[src/rtl/hold_sched_pkg.sv]
// Shared types and defaults for the round-robin hold-register scheduler.
package hold_sched_pkg;

  typedef enum logic {
    IDLE = 1'b0,
    HOLD = 1'b1
  } hold_state_e;

  localparam int N_REQ_DEF       = 4;
  localparam int DW_DEF          = 8;
  localparam int HOLD_CYCLES_DEF = 2;

  // Width of a requester index; kept at least 1 bit so ports never collapse.
  function automatic int src_w(input int n);
    return (n > 1) ? $clog2(n) : 1;
  endfunction

endpackage

[src/rtl/hold_reg_sched_rr_pick.sv]
// Combinational round-robin picker: first set bit of elig at or above ptr, wrapping.
module rr_pick #(
  parameter int N  = 4,
  parameter int SW = 2
) (
  input  logic [N-1:0]  elig,
  input  logic [SW-1:0] ptr,
  output logic [SW-1:0] grant,
  output logic          any
);

  int j;

  always_comb begin
    grant = '0;
    any   = 1'b0;
    j     = 0;
    for (int k = 0; k < N; k++) begin
      // N need not be a power of two, so wrap explicitly rather than by truncation.
      j = int'(ptr) + k;
      if (j >= N) j = j - N;
      if (!any && elig[j]) begin
        grant = SW'(j);
        any   = 1'b1;
      end
    end
  end

endmodule

[src/rtl/hold_reg_sched.sv]
// Round-robin scheduler that loads one requester's data into a shared hold register
// and enforces a minimum spacing of HOLD_CYCLES edges between loads.
module hold_reg_sched
  import hold_sched_pkg::*;
#(
  parameter int N_REQ       = N_REQ_DEF,
  parameter int DW          = DW_DEF,
  parameter int HOLD_CYCLES = HOLD_CYCLES_DEF
) (
  input  logic                     clock,
  input  logic                     resetN,
  input  logic                     clr,
  input  logic [N_REQ-1:0]         req,
  input  logic [N_REQ-1:0][DW-1:0] data,
  output logic [N_REQ-1:0]         ack,
  output logic [DW-1:0]            y,
  output logic                     y_valid,
  output logic [src_w(N_REQ)-1:0]  y_src,
  output hold_state_e              state_dbg
);

  localparam int SW = src_w(N_REQ);
  localparam int CW = $clog2(HOLD_CYCLES + 1);

  // Handshake: a requester holds req and data steady until it samples ack high;
  // ack is a one-cycle registered pulse and masks that requester for one edge.
  hold_state_e      state_q, state_d;
  logic [CW-1:0]    cnt_q, cnt_d;
  logic [SW-1:0]    ptr_q, ptr_d;
  logic [N_REQ-1:0] elig;
  logic [SW-1:0]    g;
  logic             any_elig;
  logic             load;

  logic [DW-1:0]    y_d;
  logic [SW-1:0]    src_d;
  logic             valid_d;
  logic [N_REQ-1:0] ack_d;

  assign elig = req & ~ack;

  rr_pick #(
    .N  (N_REQ),
    .SW (SW)
  ) u_pick (
    .elig  (elig),
    .ptr   (ptr_q),
    .grant (g),
    .any   (any_elig)
  );

  assign load      = !clr && any_elig && ((state_q == IDLE) || (cnt_q == '0));
  assign state_dbg = state_q;

  always_ff @(posedge clock or negedge resetN) begin
    if (!resetN) begin
      state_q <= IDLE;
      cnt_q   <= '0;
      ptr_q   <= '0;
    end else begin
      state_q <= state_d;
      cnt_q   <= cnt_d;
      ptr_q   <= ptr_d;
    end
  end

  always_comb begin
    state_d = state_q;
    cnt_d   = cnt_q;
    ptr_d   = ptr_q;
    if (clr) begin
      state_d = IDLE;
      cnt_d   = '0;
    end else if (load) begin
      state_d = HOLD;
      cnt_d   = CW'(HOLD_CYCLES - 1);
      ptr_d   = (g == SW'(N_REQ - 1)) ? '0 : g + SW'(1);
    end else if (state_q == HOLD) begin
      if (cnt_q != '0) cnt_d   = cnt_q - CW'(1);
      else             state_d = IDLE;
    end
  end

  // Next values for the output flops; without a load everything simply holds.
  always_comb begin
    y_d     = y;
    src_d   = y_src;
    valid_d = y_valid;
    ack_d   = '0;
    if (clr) begin
      y_d     = '0;
      src_d   = '0;
      valid_d = 1'b0;
    end else if (load) begin
      y_d     = data[g];
      src_d   = g;
      valid_d = 1'b1;
      ack_d   = N_REQ'(1) << g;
    end
  end

  always_ff @(posedge clock or negedge resetN) begin
    if (!resetN) begin
      y       <= '0;
      y_src   <= '0;
      y_valid <= 1'b0;
      ack     <= '0;
    end else begin
      y       <= y_d;
      y_src   <= src_d;
      y_valid <= valid_d;
      ack     <= ack_d;
    end
  end

endmodule

[config.mk]
export PLATFORM = sky130hd
export DESIGN_NAME = hold_reg_sched
export DESIGN_NICKNAME = d
export VERILOG_FILES = /design/src/rtl/hold_sched_pkg.sv /design/src/rtl/hold_reg_sched_rr_pick.sv /design/src/rtl/hold_reg_sched.sv
export SDC_FILE = /design/constraint.sdc
export NUM_CORES = 1
export LEC_CHECK = 0
export BUFFER_PORTS_ARGS = -buffer_cell sky130_fd_sc_hd__buf_2
export CORE_MARGIN = 2
export CORE_UTILIZATION = 40
export CTS_BUF_LIST = sky130_fd_sc_hd__clkbuf_4
export DETAILED_ROUTE_END_ITERATION = 16
export HOLD_SLACK_MARGIN = 0.1
export PLACE_DENSITY = 0.69
export SYNTH_ARGS = -nofsm -noshare
export SYNTH_HDL_FRONTEND = slang
export SYNTH_SLANG_ARGS = --single-unit
[constraint.sdc]
create_clock -name clock -period 2.5 [get_ports clock]
set_input_delay 0.25 -clock clock [delete_from_list [all_inputs] [get_ports clock]]
set_output_delay 0.25 -clock clock [all_outputs]
set_load 0.05 [all_outputs]
After elaboration in Yosys (flattened, before gate mapping)
Index checks and enable logic that the tools add are counted.
W data, S select, Z words.
{"block": "word_totals", "input_bits": 39, "reg_bits": 20, "out_inout_bits": 16, "wordCells": 91}
{"block": "classes", "n_reduce_logical": 17, "shift": 1, "bitwise_logic": 4, "order_cmp": 9, "n_addsub": 9, "n_mux": 43, "n_eq_ne": 1}
{"op": "$lt A32 B4 Y1 const B", "n": 4}
{"op": "$mux W32", "n": 4}
{"op": "$ge A32 B4 Y1 const B", "n": 3}
{"op": "$sub A32 B4 Y32 const B", "n": 3}
{"op": "$mux W8", "n": 3}
{"op": "$mux W2", "n": 11}
{"op": "$mux W1", "n": 18}
{"op": "$bmux W8 S2", "n": 1}
{"op": "$bmux W1 S2", "n": 4}
{"op": "$mux W4", "n": 2}
{"op": "$add A2 B2 Y3 const B", "n": 2}
{"op": "$reduce_bool A3 Y1", "n": 2}
{"op": "$logic_and A1 B1 Y1", "n": 5}
{"op": "$and A4 B4 Y4", "n": 1}
{"op": "$logic_not A1 Y1", "n": 4}
{"op": "$not A4 Y4", "n": 1}
{"op": "$reduce_and A2 Y1", "n": 2}
{"op": "$reduce_bool A2 Y1", "n": 2}
{"op": "$shl A1 B2 Y4 const A", "n": 1}
{"op": "$sub A2 B3 Y4 const B", "n": 1}
{"op": "$add A2 B1 Y3 const B", "n": 1}
{"op": "$ge A2 B3 Y1 const B", "n": 1}
{"op": "$lt A2 B3 Y1 const B", "n": 1}
{"op": "$add A2 B1 Y2 const B", "n": 1}
{"op": "other kinds (5)", "n": 6}

Logic depth before layout (Yosys ltp)
Gate-level depths: netlist (run 1).
{"block": "logic_depth", "depth_word": 19, "mapped_depth": 8, "mapped_depth_nobuf": 7}

Modules after synthesis
From an unflattened synthesis (run 1), not the netlist that was laid out.
{"block": "unflattened", "hier_cells": 103, "area_unflattened_um2": 1217.4}
{"mod": "hold_reg_sched", "cells_per_inst": 88, "area_each_um2": 1139.8, "seq_area_each_um2": 500.5, "instances": 1}
{"mod": "rr_pick", "cells_per_inst": 15, "area_each_um2": 77.6, "seq_area_each_um2": 0.0, "instances": 1}

Worst setup path before layout (run 1)
No wires, ideal clock.
{"block": "synth_path", "kind": "flip-flop to flip-flop", "from": "reg ack[0]", "to": "reg ptr_q[1]", "path_slack_ns": 0.025, "t_required_ns": 2.375, "n_path_buf": 2, "path_stages_with_launch": 9, "setup_time_ns": 0.125, "arrival_ns": 2.351, "period_less_slack_ns": 2.475, "path_cell_list": "dfrtp_1 > and2b_4 > mux2i_1 > o221ai_1 > buf_4 > clkbuf_8 > inv_1 > ha_1 > mux2_2"}
{"block": "synth_via", "elab_chain_len": 18, "elab_cells_between_ends": 34, "classes_between": "add/sub (1); eq/ne (1); mux (21); bitwise (2); reduce/logical (9)"}
{"item": "from (decl)", "line_no": "hold_reg_sched.sv:15", "source": "output logic [N_REQ-1:0] ack,"}
{"item": "from (signal assigned)", "line_no": "hold_reg_sched.sv:112", "source": "ack <= ack_d;"}
{"item": "$not A4 Y4 *", "line_no": "hold_reg_sched.sv:40", "source": "assign elig = req & ~ack;"}
{"item": "$and A4 B4 Y4 *", "line_no": "hold_reg_sched.sv:40"}
{"item": "parallel branches: the longest is 16 deep, another holds $bmux W1 S2"}
{"item": "to (signal assigned)", "line_no": "hold_reg_sched.sv:63", "source": "ptr_q <= ptr_d;"}
{"item": "to (decl)", "line_no": "hold_reg_sched.sv:29", "source": "logic [SW-1:0] ptr_q, ptr_d;"}
Mark *: on every way between the ends. The select of a mux whose other input is x is not followed.
A chain may end at the register's enable or synchronous reset.

Final worst setup path (run 1)
{"block": "layout_path", "from": "reg cnt_q[0]", "to": "reg y[0]"}
{"block": "layout_via", "elab_chain_len": 4}
{"item": "from (decl)", "line_no": "hold_reg_sched.sv:28", "source": "logic [CW-1:0] cnt_q, cnt_d;"}
{"item": "from (signal assigned)", "line_no": "hold_reg_sched.sv:62", "source": "cnt_q <= cnt_d;"}
{"item": "$logic_not A2 Y1", "line_no": "hold_reg_sched.sv:52", "source": "assign load = !clr && any_elig && ((state_q == IDLE) || (cnt_q == '0));"}
{"item": "$logic_or A1 B1 Y1", "line_no": "hold_reg_sched.sv:52"}
{"item": "$logic_and A1 B1 Y1", "line_no": "hold_reg_sched.sv:52"}
{"item": "$reduce_bool A2 Y1 (no source line)"}
{"item": "to (signal assigned)", "line_no": "hold_reg_sched.sv:109", "source": "y <= y_d;"}
{"item": "to (decl)", "line_no": "hold_reg_sched.sv:16", "source": "output logic [DW-1:0] y,"}
Every way passes these cells.

==> impl_metrics.env, run 1 <==
export IMPL_status="completed"
export IMPL_hold_class="in2reg"
export IMPL_ys_seq_elements=20
export IMPL_fillers=312
export IMPL_use_met1_pct=22.1
export IMPL_worstHoldPathCells=3
export IMPL_firstDrtPassIters=4
export IMPL_grt_max_degree=25
export IMPL_via_per_inst=5.06
export IMPL_min_period_over_period_pct=79.7
export IMPL_track_usage_pct=17.2
export IMPL_cts_sinks=20
export IMPL_startpoint_type="register"
export IMPL_routabilityCongestion=0.756
export IMPL_vias=1148
export IMPL_fp_coreArea_sq_um=3050
export IMPL_worst_slew_pin_slew_ns=0.593
export IMPL_syn_area_per_cell_sq_um=10.0
export IMPL_drv_cap=0
export IMPL_cts_tree="built"
export IMPL_grt_overflow=0
export IMPL_row_count=20
export IMPL_totalWireLength_mm=2.90
export IMPL_die_w_microns=60.7
export IMPL_finalSetupViolCount=0
export IMPL_synth_area_leader_cell="dfrtp_1"
export IMPL_p_comb_share_pct=57.2
export IMPL_timing_final_crit_period_ns=1.99
export IMPL_crit_path_end_kind="register"
export IMPL_reg2reg_slack_ns=0.51
export IMPL_final_hold_violation_count=0
export IMPL_internal_power_uw=761
export IMPL_worst_ir_drop_vdd_uv=376
export IMPL_pin_count=55
export IMPL_layout_drive_gt1_share_pct=37.7
export IMPL_seq_area_frac_synth_pct=38.9
export IMPL_worst_path_max_fanout=16
export IMPL_grt_use_met2_pct=29.2
export IMPL_ff2ff_path_depth=7
export IMPL_clk_insertion_delay_late_ns=0.30
export IMPL_fmax_mhz=502
export IMPL_clockPowerShare_pct=9.9
export IMPL_grt_pass1_wl_mm=4.74
export IMPL_synthCells=128
export IMPL_gr_usage_met3_pct=1.92
export IMPL_antenna_found_initial=0
export IMPL_seq_power_share_pct=32.9
export IMPL_grt_pass1_vias=1107
export IMPL_post_cts_buffers=0
export IMPL_critPathKind="reg2reg"
export IMPL_synth_top_cell_area_share_pct=38.9
export IMPL_finalNetCount=229
export IMPL_cts_made_buffers=3
export IMPL_grt_setup_unrepaired="no"
export IMPL_netlist_area_sq_um=1280
export IMPL_clockBufferDepth=2
export IMPL_drt_iter0_drc=48
export IMPL_die_area_sq_um=3680
export IMPL_antenna_cells=0
export IMPL_cts_root_buf="clkbuf_4"
export IMPL_top_usage_layer="met2"
export IMPL_slew_headroom_pct=60.2
export IMPL_portBuffers=54
export IMPL_switchingPower_uw=751
export IMPL_fin_setup_tns_ns=0
export IMPL_dp_slack_ns=0.496
export IMPL_finalMaxSlewViolations=0
export IMPL_syn_nets=172
export IMPL_fin_ws_ns=0.507
export IMPL_critPathRequiredTime_ns=2.72
export IMPL_power_switching_share_pct=49.7
export IMPL_initial_core_util_pct=42.1
export IMPL_layout_commonest_cell="buf_2"
export IMPL_yosys_warnings=0
export IMPL_p_leak_uw=0.000844
export IMPL_crit_arrival_ns=2.21
export IMPL_place_hpwl_mm=2.31
export IMPL_ant_nets=0
export IMPL_pwr_density_cell_nw_per_um2=938
export IMPL_die_h_microns=60.7
export IMPL_synth_area_leaders="dfrtp_1 39%, mux2i_1 7.0%, o2111ai_1 5.5%, or3b_1 5.5%, ha_1 4.9%"
export IMPL_area_growth_syn_to_layout_pct=25.5
export IMPL_wire_per_inst_microns=12.8
export IMPL_htreeDepth=1
export IMPL_layout_common_cells="54 x buf_2, 20 x dfrtp_1, 14 x inv_1"
export IMPL_synth_cell_types=36
export IMPL_clk_pin_slew_ns=0.10
export IMPL_clock_skew_ns=0.00322
export IMPL_drc=0
[flip-flops by register name, indices dropped and copies added (netlist names)]
name,count
y,8
ack,4
y_src,2
ptr_q,2
cnt_q,2
state_dbg,1
y_valid,1
[cell usage after synthesis]
library cell and count:
o21a_1 1, a21oi_1 5, nor4_4 1, nor3_2 1, nor2_1 7, buf_6 1
o21ai_0 1, nor2b_4 1, ha_1 5, nor2b_2 1, nor4_1 1, nand2_1 8
dfrtp_1 20, and2b_1 1, clkbuf_2 1, or3b_1 8, a2111oi_4 1, nand3b_1 1
buf_4 1, and2b_2 1, a22oi_1 1, clkbuf_8 2, a31oi_1 1, inv_1 14
o2111ai_1 8, mux2_2 1, mux2i_1 9, a21o_1 3, nand3_1 8, o21ai_1 2
nand2b_1 3, o221ai_1 2, and2_1 4, and2_2 1, and2b_4 1, or3_1 1
[stage by stage]
stage	total power [uW]	hold slack (ns)	cell area, sq um	util, %	cells
3_5_place_dp	1370	0.229	1580	51.8	223
3_3_place_gp	1350	0.224	1580	51.8	223
4_1_cts	1530	0.189	1610	52.8	227
5_1_grt	1620	0.191	1610	52.8	227
2_1_floorplan	1180	-0.0456	1280	-	128
6_report	1510	0.191	1610	52.8	227
[layer usage]
metal | part of all wire, % | wire length (microns) | vias up
met5 | 0 | 0 | -
met4 | 1.6 | 47 | 0
met3 | 6.6 | 191 | 5
met2 | 48 | 1380 | 46
met1 | 44 | 1280 | 528
li1 | - | - | 569
[repair_timing]
item,CTS,global route
gates resized for setup,0,0
hold endpoints to repair,20,0
hold buffers,1,0
[path summary, 6_finish.rpt]
kind | from | endpoint
max | cnt_q[0]$_DFFE_PN0P_ | y[0]$_DFFE_PN0P_
max reg2reg | cnt_q[0]$_DFFE_PN0P_ | y[0]$_DFFE_PN0P_
min reg2reg | y_src[0]$_DFFE_PN0P_ | y_src[0]$_DFFE_PN0P_
min in group asynchronous | resetN | ack[3]$_DFF_PN0_
min | data[19] | y[3]$_DFFE_PN0P_
max in group asynchronous | resetN | y_valid$_DFFE_PN0P_
[critical path: stages (launching register included)]
cell and delay [ns]:
dfrtp_1 0.41, inv_1 0.07, ha_1 0.14, and2b_2 0.27, a2111oi_4 0.31, buf_4 0.24
or3b_1 0.37, o2111ai_1 0.11
[cell families after synthesis]
logic type,after synthesis,synth area share [%]
adders and majority gates,5,4.87
DFF,20,38.9
and+or+nand+nor,49,24.7
muxes,10,7.89
buffers and inverters,19,8.08
AOI/OAI and AO/OA,25,15.5
[final cells by class]
type                       instances  area, sq um  share of cell area [%]
multi-input combinational         89          687                    42.6
sequential                        20          500                    31.0
timing repair buffer              57          295                    18.3
tap                               44         55.1                    3.41
inverter                          14         52.6                    3.26
clock buffer                       3         22.5                    1.40
[power groups by stage]
stage          clock network [uW]  logic [uW]  registers (uW)
2_1_floorplan                   0         414             765
3_3_place_gp                    0         850             499
3_5_place_dp                    0         872             502
4_1_cts                       158         873             498
5_1_grt                       168         938             510
6_report                      150         865             497
Power figures use the tool's default switching activity.
==> inputs of run 2 (changes only) <==
--- a/config.mk
+++ b/config.mk
@@ -11,7 +11,7 @@
 export CTS_BUF_LIST = sky130_fd_sc_hd__clkbuf_4
 export DETAILED_ROUTE_END_ITERATION = 16
 export HOLD_SLACK_MARGIN = 0.1
-export PLACE_DENSITY = 0.69
+export PLACE_DENSITY = 0.72
 export SYNTH_ARGS = -nofsm -noshare
 export SYNTH_HDL_FRONTEND = slang
 export SYNTH_SLANG_ARGS = --single-unit
==> constraint.sdc (replaced) <==
create_clock -name clock -period 1.7 [get_ports clock]
set_input_delay 0.17 -clock clock [delete_from_list [all_inputs] [get_ports clock]]
set_output_delay 0.17 -clock clock [all_outputs]
set_load 0.05 [all_outputs]
==> impl_metrics.env, run 2 (same netlist as run 1, synthesis figures left out) <==
export IMPL_via_per_inst=4.99
export IMPL_hold_class="in2reg"
export IMPL_status="finished, violations left"
export IMPL_worst_ir_drop_vdd_uv=680
export IMPL_finalSetupViolCount=9
export IMPL_antenna_found_initial=0
export IMPL_largestRegisters="y x8, ack x4"
export IMPL_ant_nets=0
export IMPL_worst_path_max_fanout=5
export IMPL_grt_setup_unrepaired="yes"
export IMPL_portBuffers=54
export IMPL_row_count=20
export IMPL_initial_core_util_pct=42.1
export IMPL_cts_sinks=20
export IMPL_grt_pass1_vias=1279
export IMPL_pwr_density_cell_nw_per_um2=1410
export IMPL_reg2reg_slack_ns=-0.12
export IMPL_timing_final_crit_period_ns=1.82
export IMPL_slew_headroom_pct=68.2
export IMPL_drv_cap=0
export IMPL_top_register="y"
export IMPL_cts_root_buf="clkbuf_4"
export IMPL_critPathTopFamily="simple AND/OR/NAND/NOR gates"
export IMPL_cts_made_buffers=3
export IMPL_area_growth_syn_to_layout_pct=55.3
export IMPL_finalNetCount=258
export IMPL_cpPeakStageDelay_ns=0.41
export IMPL_vias=1282
export IMPL_die_area_sq_um=3680
export IMPL_antenna_cells=0
export IMPL_totalWireLength_mm=3.35
export IMPL_htreeDepth=1
export IMPL_layout_commonest_cell="buf_2"
export IMPL_die_w_microns=60.7
export IMPL_finalNonFillerCells=257
export IMPL_drt_iter0_drc=27
export IMPL_worst_slew_pin_slew_ns=0.477
export IMPL_layout_common_cells="54 x buf_2, 26 x buf_4, 16 x dfrtp_1"
export IMPL_track_usage_pct=19.9
export IMPL_worst_path_buf_inv=1
export IMPL_critPathSlowestCell="dfrtp_2"
export IMPL_pin_count=55
export IMPL_crit_path_end_kind="register"
export IMPL_grt_pass1_wl_mm=5.51
export IMPL_critPathKind="reg2reg"
export IMPL_worstPathCellList="and2b_4 > a21o_1 > and2_2 > nor2_1 > buf_4 > ha_4 > mux2_4"
export IMPL_fin_setup_tns_ns=-0.893
export IMPL_fp_coreArea_sq_um=3050
export IMPL_die_h_microns=60.7
export IMPL_layout_drive_gt1_share_pct=56.3
export IMPL_finalMaxSlewViolations=0
export IMPL_clockBufferDepth=2
export IMPL_min_period_over_period_pct=107
export IMPL_critPathRequiredTime_ns=1.90
export IMPL_cts_tree="built"
export IMPL_drc=0
export IMPL_violations="setup timing"
export IMPL_crit_arrival_ns=2.02
export IMPL_firstDrtPassIters=4
export IMPL_place_inst=243
export IMPL_clk_insertion_delay_late_ns=0.30
export IMPL_clk_pin_slew_ns=0.12
export IMPL_startpoint_type="register"
export IMPL_routabilityCongestion=0.781
export IMPL_p_leak_uw=0.00104
export IMPL_fmax_mhz=550
export IMPL_largest_reg_flops=8
export IMPL_grt_overflow=0
export IMPL_fillers=254
export IMPL_clock_skew_ns=0.00205
export IMPL_grt_max_degree=21
export IMPL_total_power_uw=2810
export IMPL_place_hpwl_mm=2.51
export IMPL_final_hold_violation_count=0
export IMPL_fin_ws_ns=-0.118
export IMPL_wire_per_inst_microns=13.0
## run 2: cell count changes in the layout (fill, tap and decap cells not counted), moves of 3 or more
| cell | before | now |
|---|---|---|
| o2111ai_2 | 0 | 5 |
| o2111ai_1 | 8 | 3 |
| dfrtp_1 | 20 | 16 |
| dfrtp_2 | 0 | 4 |
| a21oi_1 | 5 | 2 |
| buf_4 | 2 | 26 |
| buf_12 | 0 | 3 |
## run 2: routing by layer
metal	up-vias	GRT usage [%]	wire [microns]
met5	-	0	0
li1	629	-	-
met3	2	3.41	204
met4	0	7.76	18
met1	604	25.1	1430
met2	47	33.9	1690
## run 2: cell type report
type                       instances  area (sq um)  share of cell area, %
sequential                        20           505                   25.3
timing repair buffer              86           558                   28.0
multi-input combinational         89           790                   39.6
clock buffer                       4          30.0                   1.50
inverter                          14          57.6                   2.88
tap                               44          55.1                   2.76
## run 2: final timing paths
check | startpoint | to | depth (start not counted)
min in group asynchronous | resetN | y_src[1]$_DFFE_PN0P_ | 2
min | data[23] | y[7]$_DFFE_PN0P_ | 3
max in group asynchronous | resetN | ack[2]$_DFF_PN0_ | 2
max reg2reg | ack[0]$_DFF_PN0_ | ptr_q[1]$_DFFE_PN0P_ | 7
min reg2reg | y_valid$_DFFE_PN0P_ | y_valid$_DFFE_PN0P_ | 1
max | ack[0]$_DFF_PN0_ | ptr_q[1]$_DFFE_PN0P_ | 7
## run 2: worst register-to-register path, cell delays in order, from the launching register on
cell	delay, ns
dfrtp_2	0.41
and2b_4	0.28
a21o_1	0.18
and2_2	0.17
nor2_1	0.04
buf_4	0.16
ha_4	0.23
mux2_4	0.25
## run 2: metrics by stage
stage | hold WS, ns | setup slack (ns) | util, % | area [sq um]
after floorplan | -0.126 | -0.458 | - | 1340
after global placement | 0.143 | -0.151 | 58.9 | 1800
after detailed placement | 0.153 | -0.206 | 58.9 | 1800
after CTS | 0.107 | -0.133 | 63.5 | 1940
after global routing | 0.107 | -0.212 | 65.4 | 2000
final | 0.118 | -0.118 | 65.4 | 2000
## run 2: where the power goes
part	internal (uW)	switching, uW	total (uW)
sequential	621	98.5	720
clock	107	154	261
combinational	811	1020	1830
## run 2: what timing repair did
action                                  CTS  global route
hold endpoints to repair                 20             0
resized for setup                        10            10
cloned                                    1             0
hold buffers                              1             0
buffers inserted                          7             2
endpoints found under the setup margin    9            17
pin swaps                                 4             5
